$ cat config.mk
export PLATFORM = sky130hd
export DESIGN_NAME = mem_port_arbiter
export DESIGN_NICKNAME = d
export VERILOG_FILES = /design/src/rtl/mem_port_arbiter.sv
export SDC_FILE = /design/constraint.sdc
export NUM_CORES = 1
export LEC_CHECK = 0
export CORE_MARGIN = 4
export CORE_UTILIZATION = 60
export CTS_BUF_LIST = sky130_fd_sc_hd__clkbuf_8
export DETAILED_ROUTE_END_ITERATION = 12
export DONT_BUFFER_PORTS = 1
export PLACE_DENSITY = 0.74
export SYNTH_ARGS = -nofsm -noshare
export SYNTH_HDL_FRONTEND = slang
export SYNTH_SLANG_ARGS = --single-unit
export TNS_END_PERCENT = 100
$ cat constraint.sdc
create_clock -name clk -period 2.4 [get_ports clk]
set_input_delay 0.48 -clock clk [delete_from_list [all_inputs] [get_ports clk]]
set_output_delay 0.48 -clock clk [all_outputs]
set_load 0.01 [all_outputs]
$ cat src/rtl/mem_port_arbiter.sv
// Arbiter sharing one single-port memory between an instruction-fetch port and a data port.
// Data accesses have priority. A saturating starvation counter hands a contested grant to fetch.
module mem_port_arbiter #(
    parameter int AW         = 16,
    parameter int DW         = 16,
    parameter int RD_LAT     = 2,
    parameter int STARVE_MAX = 4
) (
    input  logic          clk,
    input  logic          rst,
    input  logic          if_req,
    input  logic [AW-1:0] if_addr,
    output logic [DW-1:0] if_rdata,
    output logic          if_ack,
    input  logic          d_req,
    input  logic          d_we,
    input  logic [AW-1:0] d_addr,
    input  logic [DW-1:0] d_wdata,
    output logic [DW-1:0] d_rdata,
    output logic          d_ack,
    output logic [AW-1:0] mem_addr,
    output logic [DW-1:0] mem_wdata,
    output logic          mem_re,
    output logic          mem_we,
    input  logic [DW-1:0] mem_rdata,
    output logic          busy
);

    localparam logic [3:0] RD_LAT_C = 4'(RD_LAT);
    localparam logic [3:0] STARVE_C = 4'(STARVE_MAX);

    typedef enum logic [1:0] {IDLE, ISSUE, WAIT, DONE} state_t;

    state_t     state, next_state;
    logic       owner_d;      // 1: data port owns the current access
    logic       lat_we;
    logic [3:0] lat_cnt;
    logic [3:0] starve_cnt;
    logic       grant;
    logic       grant_d;
    logic       capture;

    always_ff @(posedge clk) begin
        if (rst) state <= IDLE;
        else     state <= next_state;
    end

    always_comb begin
        next_state = state;
        grant      = 1'b0;
        grant_d    = 1'b0;
        capture    = 1'b0;
        mem_re     = 1'b0;
        mem_we     = 1'b0;
        if_ack     = 1'b0;
        d_ack      = 1'b0;
        busy       = (state != IDLE);
        case (state)
            IDLE: begin
                if (if_req || d_req) begin
                    grant      = 1'b1;
                    // fetch takes a contested grant only once data has starved it
                    grant_d    = d_req && !(if_req && (starve_cnt == STARVE_C));
                    next_state = ISSUE;
                end
            end
            ISSUE: begin
                mem_we     = lat_we;
                mem_re     = !lat_we;
                next_state = lat_we ? DONE : WAIT;
            end
            WAIT: begin
                if (lat_cnt == RD_LAT_C) begin
                    capture    = 1'b1;
                    next_state = DONE;
                end
            end
            DONE: begin
                if_ack     = !owner_d;
                d_ack      = owner_d;
                next_state = IDLE;
            end
            default: next_state = IDLE;
        endcase
    end

    always_ff @(posedge clk) begin
        if (rst) begin
            owner_d    <= 1'b0;
            lat_we     <= 1'b0;
            lat_cnt    <= 4'd0;
            starve_cnt <= 4'd0;
            mem_addr   <= '0;
            mem_wdata  <= '0;
            if_rdata   <= '0;
            d_rdata    <= '0;
        end else begin
            if (grant) begin
                owner_d  <= grant_d;
                lat_we   <= grant_d & d_we;
                mem_addr <= grant_d ? d_addr : if_addr;
                if (grant_d) begin
                    mem_wdata <= d_wdata;
                    if (!if_req)                     starve_cnt <= 4'd0;
                    else if (starve_cnt != STARVE_C) starve_cnt <= starve_cnt + 4'd1;
                end else begin
                    starve_cnt <= 4'd0;
                end
            end
            if (state == ISSUE)
                lat_cnt <= 4'd1;
            else if (state == WAIT && !capture)
                lat_cnt <= lat_cnt + 4'd1;
            if (capture) begin
                if (owner_d) d_rdata  <= mem_rdata;
                else         if_rdata <= mem_rdata;
            end
        end
    end

endmodule

# After elaboration in Yosys (flattened, before gate mapping)
# Cells that the tools add are included.
# op_classes
addsub	2
n_eq_ne	9
mux	20
n_bitwise	2
reduce_logical	17
# op_table
cell	count
two-way mux 16 bit	1
two-way mux 1 bit	13
two-way mux 4 bit	3
AND reduction 2 bit	5
adder 4 x 1 -> 4 bit (second input constant)	2
one-hot mux 2 bit (4 select lines)	1
equality test 2 bit (second input constant)	2
equality test 4 x 2 -> 1 bit (second input constant)	1
equality test 4 x 3 -> 1 bit (second input constant)	1
zero test 1 bit	4
two-way mux 2 bit	2
inequality test 2 bit (second input constant)	2
inequality test 4 x 3 -> 1 bit (second input constant)	1
nonzero test 2 bit	2
logical AND 1 bit	3
inequality test 3 x 2 -> 1 bit (second input constant)	1
equality test 2 x 1 -> 1 bit (second input constant)	1
zero test 2 bit	1
OR reduction 2 bit	1
AND 1 bit	1
logical OR 1 bit	1
NOT 1 bit	1
# totals
regBits	76
input_bits	69
out_inout_bits	69
wordCells	60

# Depth between registers and ports, before layout
# Gate-level depths: netlist of run 1.
# depth
word_depth	8
ltp_mapped	8
depth_no_buf	5

# Worst setup path before layout of run 1
# Ideal clock, no wire load.
# synth_path
kind	flip-flop to flip-flop
from	reg state[0]
to	reg d_rdata[15]
setup_time_ns	0.070
t_arrival_ns	1.471
required_ns	2.330
setup_slack_ns	0.858
stages_incl_launch_ff	9
path_buffers	3
period_less_slack_ns	1.542
path_cell_list	dfxtp_1 -> inv_1 -> ha_1 -> buf_2 -> and4bb_2 -> clkbuf_1 -> buf_2 -> nand3_1 -> a21oi_1
# synth_via
elab_chain_len	3
# synth_rtl
item	line	text
from (decl)	34	state_t state, next_state;
from (signal assigned)	45	else state <= next_state;
equality test 2 bit	58	case (state)
two-way mux 1 bit	58	
AND reduction 2 bit (no source line)	--	
to (signal assigned)	115	if (owner_d) d_rdata <= mem_rdata;
to (decl)	19	output logic [DW-1:0] d_rdata,
# No other way between the ends.
# A chain may end at the register's enable or synchronous reset.

# Final worst setup path of run 1
# layout_path
from	reg state[0]
to	reg if_rdata[1]
# layout_via
elab_chain_len	3
# layout_rtl
item	line	text
equality test 2 bit	58	
two-way mux 1 bit	58	
AND reduction 2 bit (no source line)	--	
to (signal assigned)	116	else if_rdata <= mem_rdata;
to (decl)	13	output logic [DW-1:0] if_rdata,
# No other way between the ends.

==> results of run 1 <==
-- power groups by stage --
| stage | registers [µW] | logic, µW | clock network (µW) |
|---|---|---|---|
| 4_1_cts | 1650 | 886 | 1280 |
| 6_report | 1640 | 890 | 1260 |
| 2_1_floorplan | 1630 | 738 | 0 |
| 5_1_grt | 1660 | 1020 | 1340 |
| 3_5_place_dp | 1680 | 878 | 0 |
| 3_3_place_gp | 1670 | 845 | 0 |
-- worst max-delay path by stage --
stage / slack [ns] / cells past startpoint / end / startpoint
4_1_cts: 0.47 / 5 / if_rdata[1] / state[0]
3_5_place_dp: 0.49 / 5 / if_rdata[1] / state[0]
6_report: 0.46 / 5 / if_rdata[1] / state[0]
3_3_place_gp: 0.61 / 5 / if_rdata[9] / state[0]
5_1_grt: 0.25 / 5 / if_rdata[15] / state[0]
2_1_floorplan: 0.86 / 8 / d_rdata[15] / state[0]
-- state kept, by name, indices dropped and copies added (netlist names) --
register,flops
d_rdata,16
if_rdata,16
mem_addr,16
mem_wdata,16
lat_cnt,4
starve_cnt,4
state,2
lat_we,1
owner_d,1
-- area by class of cell --
cell class                 count  area share (%)
inverter                       8           0.849
clock inverter                 7            3.93
clock buffer                   9            3.50
sequential                    76            43.0
tap                           70            2.48
multi-input combinational    272            44.3
timing repair buffer           9            1.91
-- cells by family after synthesis --
group | count (synthesis) | share of synthesized area (%)
compound gates | 145 | 24.9
simple gates | 116 | 18.8
flops | 76 | 46.3
buf+inv | 48 | 5.98
fa+ha+maj | 9 | 3.43
xor+xnor | 1 | 0.267
mux | 1 | 0.305
-- metrics by stage --
step / total power, µW / worst slack (ns) / cells
after CTS: 3810 / 0.473 / 451
after global routing: 4020 / 0.255 / 451
after global placement: 2510 / 0.609 / 435
after floorplan: 2370 / 0.858 / 396
after detailed placement: 2550 / 0.490 / 435
final: 3800 / 0.464 / 451
-- layout by cell type, fill, tap and decap left out, types with 2 or more instances in the layout --
cell type,Yosys,final
and2_1,3,3
bufinv_16,0,4
clkbuf_8,0,9
a21oi_1,52,52
a211oi_1,3,3
o21ai_0,60,60
nand4_1,4,4
buf_4,1,9
nor2_1,18,18
a31oi_1,2,2
ha_1,9,9
a311oi_1,17,17
nor3_1,2,2
nand3_1,66,66
nand2_1,6,6
inv_1,8,8
and4b_1,2,2
nand2b_1,3,3
clkinv_2,0,2
o21ai_1,5,5
dfxtp_1,76,76
nor2b_1,2,2
-- critical path, stage by stage (launching register included) --
cell and delay [ns]:
dfxtp_1 0.34, inv_1 0.15, ha_1 0.35, and4bb_2 0.71, nand3_1 0.15, a21oi_1 0.15
-- metal layers --
metal	track usage (%)	routed length (µm)	up-vias
met1	34.7	3480	1312
met4	10.6	155	0
li1	-	-	1399
met3	9.21	776	17
met5	0	0	-
met2	35.9	3950	113
==> impl_results.md, run 1 <==
- Final Instance Area: 3540 µm²
- Core Box Area: 5200 µm²
- Minimum clock period: 1.94 ns
- Wire per inst: roughly 19 µm
- Reg-to-reg startpoint: state[0]
- Die area: 6730 µm²
- Rows: 26
- Synth top area cells: dfxtp_1 46%, nand3_1 10%, o21ai_0 9.1%
- Relative slew slack: between 50% and 60%
- Gr ovfl total: 0
- Crit Path Category: register to register
- Status: finished clean
- Post-cts sizing count: 0
- Hold buffers post-CTS: 0
- DR pass1 iterations: 5
- Yosys cell types: 40
- Vias in the first global route: between 2000 and 3000
- Setup TNS Final: 0 ns
- Synthesized flop and latch total: 76
- HP Start: rst
- Min Hold Slack: roughly 0.2 ns
- Yosys warns: 0
- WL final: roughly 8400 µm
- Register area share after synthesis: between 40% and 50%
- Comb pwr share: 23.4%
- Max Fanout on Critical Path: 32
- Sequential share of power: 43.3%
- Most frequent cells after synthesis: 76 x dfxtp_1, 66 x nand3_1, 60 x o21ai_0
- Period utilisation layout: roughly 81%
- CP required: 2.67 ns
- DRC: 0
- Hold depth: 1
- Peak supply drop: 0.638 mV
- Slew Viols, Final: 0
- Placed Instance Area: 3280 µm²
- Dpl hpwl: 5390 µm
- Leakage: 0.00119 µW
- Syn Inst Count: between 300 and 400
- Finished Core Util: 68.0%
- Yosys top cell by area: dfxtp_1
- Fillers: roughly 470
- Unrepaired setup endpoints after global routing: no
- Pin count of the biggest net entering global routing: 79
- Async S/R FF share, synth: 0%
- Number of DRC markers in iteration 0: 214
- Synth Flop Type: dfxtp_1
- Gr usage total: roughly 25%
- Die width: 82.0 µm
- IO Count: around 140
- Share of the synthesized area in the top cell type: 46.3%
- Sw power: 1240 µW
- Vias post-DR: between 2000 and 3000
- Die Y-Extent: 82.0 µm
- Final setup fails: 0
- Root buffer cell: clkbuf_8
- Worst Hold Class: input port to register
- Cell Area, Synth: between 3000 and 4000 µm²
- Layout cell share with drive strength beyond 1: ~7.3%
- CTS tree: yes
- Initial antenna violation count: 0
- CTS Sinks: 76
- # Post-CTS Setup Buffers: 0
- Inserted Clock Buffers: 9
- Nets@finish: roughly 450
- Reg-to-reg critical path endpoint: if_rdata[1]
- Int Pwr: about 2600 µW
- PwrDens: 1070 nW/µm²
- Skew-Pair Late Insertion Delay: between 0.3 and 0.4 ns
- Post-Syn Nets: 474
- H-tree level count: 3
- Clk pwr share: between 30 and 40%
- Number of flops mapped to enable cells by yosys: 0
- Max Cap Viol: 0
- Switching Share: about a third
- Area Growth Syn to Fin: 7.65%
- Fmax: 0.517 GHz
- Count leader, synth: dfxtp_1
- Clk pin slew, worst setup/hold paths: 0.08 ns
- Kind of start point of the critical path: register
- Initial Utilization: between 60 and 70%
- Multi-input logic area: 1570 µm²
- Buffers on Ports: 0
- FF+latch area: 1520 µm²
- Reg2reg path depth: 5
- Routed vias/inst: about 6.3
- First-pass GRT wire length: ~13000 µm
- Final RePlAce weighted congestion: approximately 0.74
- Avg Cell Area, Syn: 8.30 µm²
- ANT nets after route: 0
- Ant diodes: 0
- Final Hold Fails: 0
- Worst Tran Pin Value: slightly below 0.7 ns
- Critical Path Sink Type: register
- Hold endpoint: mem_addr[4]
- R2R setup slack: around 0.46 ns
- Clk_skew: 0.00857 ns
- Critical Path AT: 2.21 ns
- Max clock buf depth: 2
(Power assumes the default switching activity.)
==> run 2, diff against run 1 <==
==> constraint.sdc (replaced) <==
create_clock -name clk -period 2 [get_ports clk]
set_input_delay 0.4 -clock clk [delete_from_list [all_inputs] [get_ports clk]]
set_output_delay 0.4 -clock clk [all_outputs]
set_load 0.01 [all_outputs]
==> impl_results.md, run 2 (synthesized netlist as in run 1, its figures left out) <==
- Status: finished clean
- Vias post-DR: 2876 (+1.2%)
- Initial antenna violation count: 0 (unchanged)
- Routed vias/inst: 6.36 (+1.0%)
- Gr ovfl total: 0 (unchanged)
- Min Hold Slack: 0.132 ns (-0.0694 ns)
- CTS Sinks: 76 (unchanged)
- Wire per inst: 18.1 µm (-2.4%)
- Hold endpoint: mem_addr[4]
- Max Cap Viol: 0 (unchanged)
- Clk_skew: 0.00988 ns (+0.00131 ns)
- Kind of start point of the critical path: register
- Layout cell share with drive strength beyond 1: 7.59% (+0.24 points)
- Reg2reg path depth: 6 (+1)
- Hold depth: 1 (unchanged)
- Setup TNS Final: 0 ns (unchanged)
- # Post-CTS Setup Buffers: 0 (unchanged)
- Gr usage total: 23.9% (-1.5 points)
- Most common cell after layout, fill and taps aside: dfxtp_1
- DR pass1 iterations: 4 (-1)
- Critical Path AT: 2.07 ns (-0.14 ns)
- Buffers on Ports: 0 (unchanged)
- Area Growth Syn to Fin: 8.98%
- ANT nets after route: 0 (unchanged)
- Initial Utilization: 63.1% (unchanged)
- IO Count: 138 (unchanged)
- Relative slew slack: 56.0% (+2.7 points)
- Reg-to-reg startpoint: state[1]
- First-pass GRT wire length: 12500 µm (-5.2%)
- Pin count of the biggest net entering global routing: 79 (unchanged)
- Max clock buf depth: 2 (unchanged)
- Unrepaired setup endpoints after global routing: no
- WL final: 8180 µm (-2.2%)
- Worst Hold Class: input port to register
- Final RePlAce weighted congestion: 0.787 (+6.3%)
- PwrDens: 1260 nW/µm² (+17%)
- Ant diodes: 0 (unchanged)
- Rows: 26 (unchanged)
- Clk pin slew, worst setup/hold paths: 0.08 ns (about the same)
- Slew Viols, Final: 0 (unchanged)
- Die area: 6730 µm² (unchanged)
- Peak supply drop: 0.726 mV (+14%)
- Period utilisation layout: 89.8% (+9.2 points)
- Die width: 82.0 µm (unchanged)
- Root buffer cell: clkbuf_8
- Worst Tran Pin Value: 0.653 ns (-0.0407 ns)
- Max Fanout on Critical Path: 17 (-47%)
- Final setup fails: 0 (unchanged)
- H-tree level count: 3 (unchanged)
- HP Start: rst
- Dpl hpwl: 5420 µm (+0.61%)
- Reg-to-reg critical path endpoint: mem_wdata[4]
- Minimum clock period: 1.80 ns (-0.139 ns)
- Skew-Pair Late Insertion Delay: 0.34 ns (about the same)
- Hold buffers post-CTS: 0 (unchanged)
- Final Hold Fails: 0 (unchanged)
- Crit Path Category: register to register
- R2R setup slack: 0.20 ns (-0.26 ns)
- Die Y-Extent: 82.0 µm (unchanged)
- Vias in the first global route: 2561 (-0.31%)
- Nets@finish: 455 (+0.22%)
- DRC: 0 (unchanged)
- Fillers: 437 (-6.6%)
- Core Box Area: 5200 µm² (unchanged)
- CTS tree: yes
- CP required: 2.27 ns (-0.40 ns)
- Number of DRC markers in iteration 0: 168 (-21%)
- Post-cts sizing count: 0 (unchanged)
- Critical Path Sink Type: register
- Inserted Clock Buffers: 9 (unchanged)
- Fmax: 0.557 GHz (+7.7%)
- Most frequent cells in the layout: 76 x dfxtp_1, 66 x nand3_1, 60 x o21ai_0
- Leakage: 0.00121 µW (+1.1%)
run 2: changes by cell type in the layout (fill, tap and decap cells not counted):
cell	delta
buf_4	-3
bufinv_16	-1
clkinv_2	-1
clkinvlp_4	+1
clkbuf_8	+1
buf_12	+4
run 2: power breakdown:
| group | switching, µW | internal, µW |
|---|---|---|
| logic | 671 | 426 |
| registers | 244 | 1730 |
| clock network | 562 | 863 |
run 2: how the worst max path moves through the flow:
stage | from | end | slack [ns] | cells after the start
5_1_grt | state[0] | mem_addr[9] | 0.04 | 6
2_1_floorplan | state[0] | d_rdata[15] | 0.46 | 8
3_5_place_dp | state[0] | mem_wdata[9] | 0.26 | 6
6_report | state[1] | mem_wdata[4] | 0.20 | 6
3_3_place_gp | state[1] | mem_wdata[2] | 0.29 | 6
4_1_cts | starve_cnt[0] | mem_wdata[9] | 0.21 | 6
run 2: final cells by class:
class | count | area [µm²] | share of cell area, %
Sequential cell | 76 | 1520 | 42.5
Timing Repair Buffer | 10 | 125 | 3.49
Clock buffer | 10 | 138 | 3.84
Tap cell | 70 | 87.6 | 2.44
Inverter | 8 | 30.0 | 0.838
Clock inverter | 6 | 111 | 3.11
Multi-Input combinational cell | 272 | 1570 | 43.8
run 2: critical path, cell delays in order (launching register included):
cell and delay [ns]:
dfxtp_1 0.41, inv_1 0.11, ha_1 0.26, nand2_1 0.41
buf_4 0.28, o21ai_0 0.12, a21oi_1 0.15
run 2: per-layer routing:
metal / track usage [%] / share of wire, %
met1: 30.8 / 44
met2: 36.3 / 47
met3: 9.10 / 8.3
met4: 8.97 / 0.87
met5: 0 / 0
run 2: stage by stage:
step	setup slack, ns	total power [µW]	utilization [%]	std cells	area, µm²
final	0.203	4500	68.8	452	3580
after global routing	0.0426	4760	68.8	452	3580
after CTS	0.207	4530	68.8	452	3580
after detailed placement	0.258	3110	64.0	436	3330
after global placement	0.293	3070	64.0	436	3330
after floorplan	0.458	2840	-	396	3290
==> run 3, diff against run 2 <==
--- a/config.mk
+++ b/config.mk
@@ -6,11 +6,11 @@
 export NUM_CORES = 1
 export LEC_CHECK = 0
 export CORE_MARGIN = 4
-export CORE_UTILIZATION = 60
+export CORE_UTILIZATION = 65
 export CTS_BUF_LIST = sky130_fd_sc_hd__clkbuf_8
 export DETAILED_ROUTE_END_ITERATION = 12
 export DONT_BUFFER_PORTS = 1
-export PLACE_DENSITY = 0.74
+export PLACE_DENSITY = 0.79
 export SYNTH_ARGS = -nofsm -noshare
 export SYNTH_HDL_FRONTEND = slang
 export SYNTH_SLANG_ARGS = --single-unit
==> impl_results.md, run 3 (synthesized netlist as in run 1, its figures left out) <==
- Status: finished clean
- Worst Tran Pin Value: 0.618 ns (-0.0349 ns)
- CTS Sinks: 76 (unchanged)
- Skew-Pair Late Insertion Delay: 0.33 ns (about the same)
- Die Y-Extent: 79.1 µm (-3.5%)
- Most frequent cells in the layout: 76 x dfxtp_1, 66 x nand3_1, 60 x o21ai_0
- Pin count of the biggest net entering global routing: 79 (unchanged)
- CP required: 2.21 ns (-0.06 ns)
- Unrepaired setup endpoints after global routing: no
- Gr usage total: 26.0% (+2.1 points)
- HP Start: rst
- Wire per inst: 17.7 µm (-2.1%)
- Max incr delay on CP: 0.34 ns (-0.07 ns)
- Post-cts sizing count: 0 (unchanged)
- DR pass1 iterations: 4 (unchanged)
- Relative slew slack: 58.4% (+2.4 points)
- Clk pin slew, worst setup/hold paths: 0.08 ns (about the same)
- Vias in the first global route: 2770 (+8.2%)
- Leakage: 0.00120 µW (-0.94%)
- Slew Viols, Final: 0 (unchanged)
- Pwr Total: 4200 µW (-6.7%)
- Initial antenna violation count: 0 (unchanged)
- Rows: 25 (-3.8%)
- Cell family with most CP delay: buffers and inverters
- DRC: 0 (unchanged)
- Root buffer cell: clkbuf_8
- Most common cell after layout, fill and taps aside: dfxtp_1
- Initial Utilization: 68.2% (+5.1 points)
- PwrDens: 1190 nW/µm² (-5.1%)
- WL final: 8020 µm (-1.9%)
- Final Hold Fails: 0 (unchanged)
- Die area: 6260 µm² (-7.0%)
- Worst Hold Class: input port to register
- Number of DRC markers in iteration 0: 250 (+49%)
- Setup TNS Final: 0 ns (unchanged)
- Inserted Clock Buffers: 9 (unchanged)
- Kind of start point of the critical path: register
- Area Growth Syn to Fin: 7.23%
- Worst setup startpoint: state[0]
- Hold buffers post-CTS: 0 (unchanged)
- Die width: 79.1 µm (-3.5%)
- Buffers on Ports: 0 (unchanged)
- Minimum clock period: 1.77 ns (-0.0277 ns)
- Reg-to-reg startpoint: state[0]
- Critical path's slowest cell: dfxtp_1
- Max Cap Viol: 0 (unchanged)
- ANT nets after route: 0 (unchanged)
- Peak supply drop: 0.827 mV (+14%)
- H-tree level count: 3 (unchanged)
- Crit path buf inv count: 2 (unchanged)
- Critical Path Sink Type: register
- Final RePlAce weighted congestion: 0.788 (about the same)
- # Post-CTS Setup Buffers: 0 (unchanged)
- First-pass GRT wire length: 13200 µm (+5.0%)
- Final setup fails: 0 (unchanged)
- Core Box Area: 4820 µm² (-7.5%)
- Critical Path, Cell by Cell: inv_1 > ha_1 > nand2_1 > buf_4 > o21ai_0 > a21oi_1
- Nets@finish: 459 (+0.88%)
- Fmax: 0.565 GHz (+1.6%)
- Clk_skew: 0.00892 ns (-0.000966 ns)
- Layout cell share with drive strength beyond 1: 8.29% (+0.70 points)
- IO Count: 138 (unchanged)
- Crit Path Category: register to register
- Critical Path AT: 1.98 ns (-0.09 ns)
- Gr ovfl total: 0 (unchanged)
- Ant diodes: 0 (unchanged)
- Routed vias/inst: 6.40 (+0.58%)
- Vias post-DR: 2899 (+0.80%)
- Max clock buf depth: 2 (unchanged)
- Period utilisation layout: 88.4% (-1.4 points)
- CTS tree: yes
- Dpl hpwl: 5470 µm (+0.95%)
- Max Fanout on Critical Path: 18 (+1)
run 3: cell types whose count changed in the layout (fill, tap and decap cells not counted), sizes merged:
| cell | before | now |
|---|---|---|
| inv | 8 | 9 |
| bufinv | 3 | 1 |
| buf | 10 | 14 |
| clkbuf | 10 | 11 |
run 3: cell type report:
class                      instances  area (µm²)
fill                             413        1290
tap                               67        83.8
timing repair buffer              14         118
multi-input combinational        272        1570
clock buffer                      11         151
sequential                        76        1520
clock inverter                     5        51.3
inverter                           8        30.0
run 3: per-stage QoR:
step,area (µm²),hold slack [ns],utilization [%],std cells,setup slack [ns]
floorplan,3290,0.462,-,396,0.458
global placement,3320,0.466,69.0,437,0.369
detailed placement,3320,0.478,69.0,437,0.284
CTS,3520,0.115,73.2,453,0.242
global route,3520,0.102,73.2,453,0.0224
finish,3520,0.130,73.2,453,0.231
run 3: routing by layer:
layer / vias up / routed length (µm) / GRT usage, %
met5: - / 0 / 0
met4: 0 / 94 / 12.0
met3: 10 / 821 / 8.62
met2: 119 / 3810 / 39.1
met1: 1357 / 3300 / 33.8
li1: 1413 / - / -
run 3: path summary, 6_finish.rpt:
kind / endpoint / slack, ns / depth (start not counted)
max reg2reg: mem_wdata[7] / 0.23 / 6
min reg2reg: starve_cnt[0] / 0.49 / 2
min: lat_cnt[2] / 0.13 / 1
max: mem_wdata[7] / 0.23 / 6
run 3: report_power, final:
group / switching [µW] / leakage [µW] / total (µW) / internal (µW)
Combinational: 667 / 0.000469 / 1060 / 394
Sequential: 237 / 0.000620 / 1970 / 1730
Clock: 531 / 0.000107 / 1170 / 636
run 3: worst register-to-register path, cell delays in order (launching register included):
cell and delay [ns]:
dfxtp_1 0.34, inv_1 0.14, ha_1 0.30, nand2_1 0.34, buf_4 0.28, o21ai_0 0.16
a21oi_1 0.10
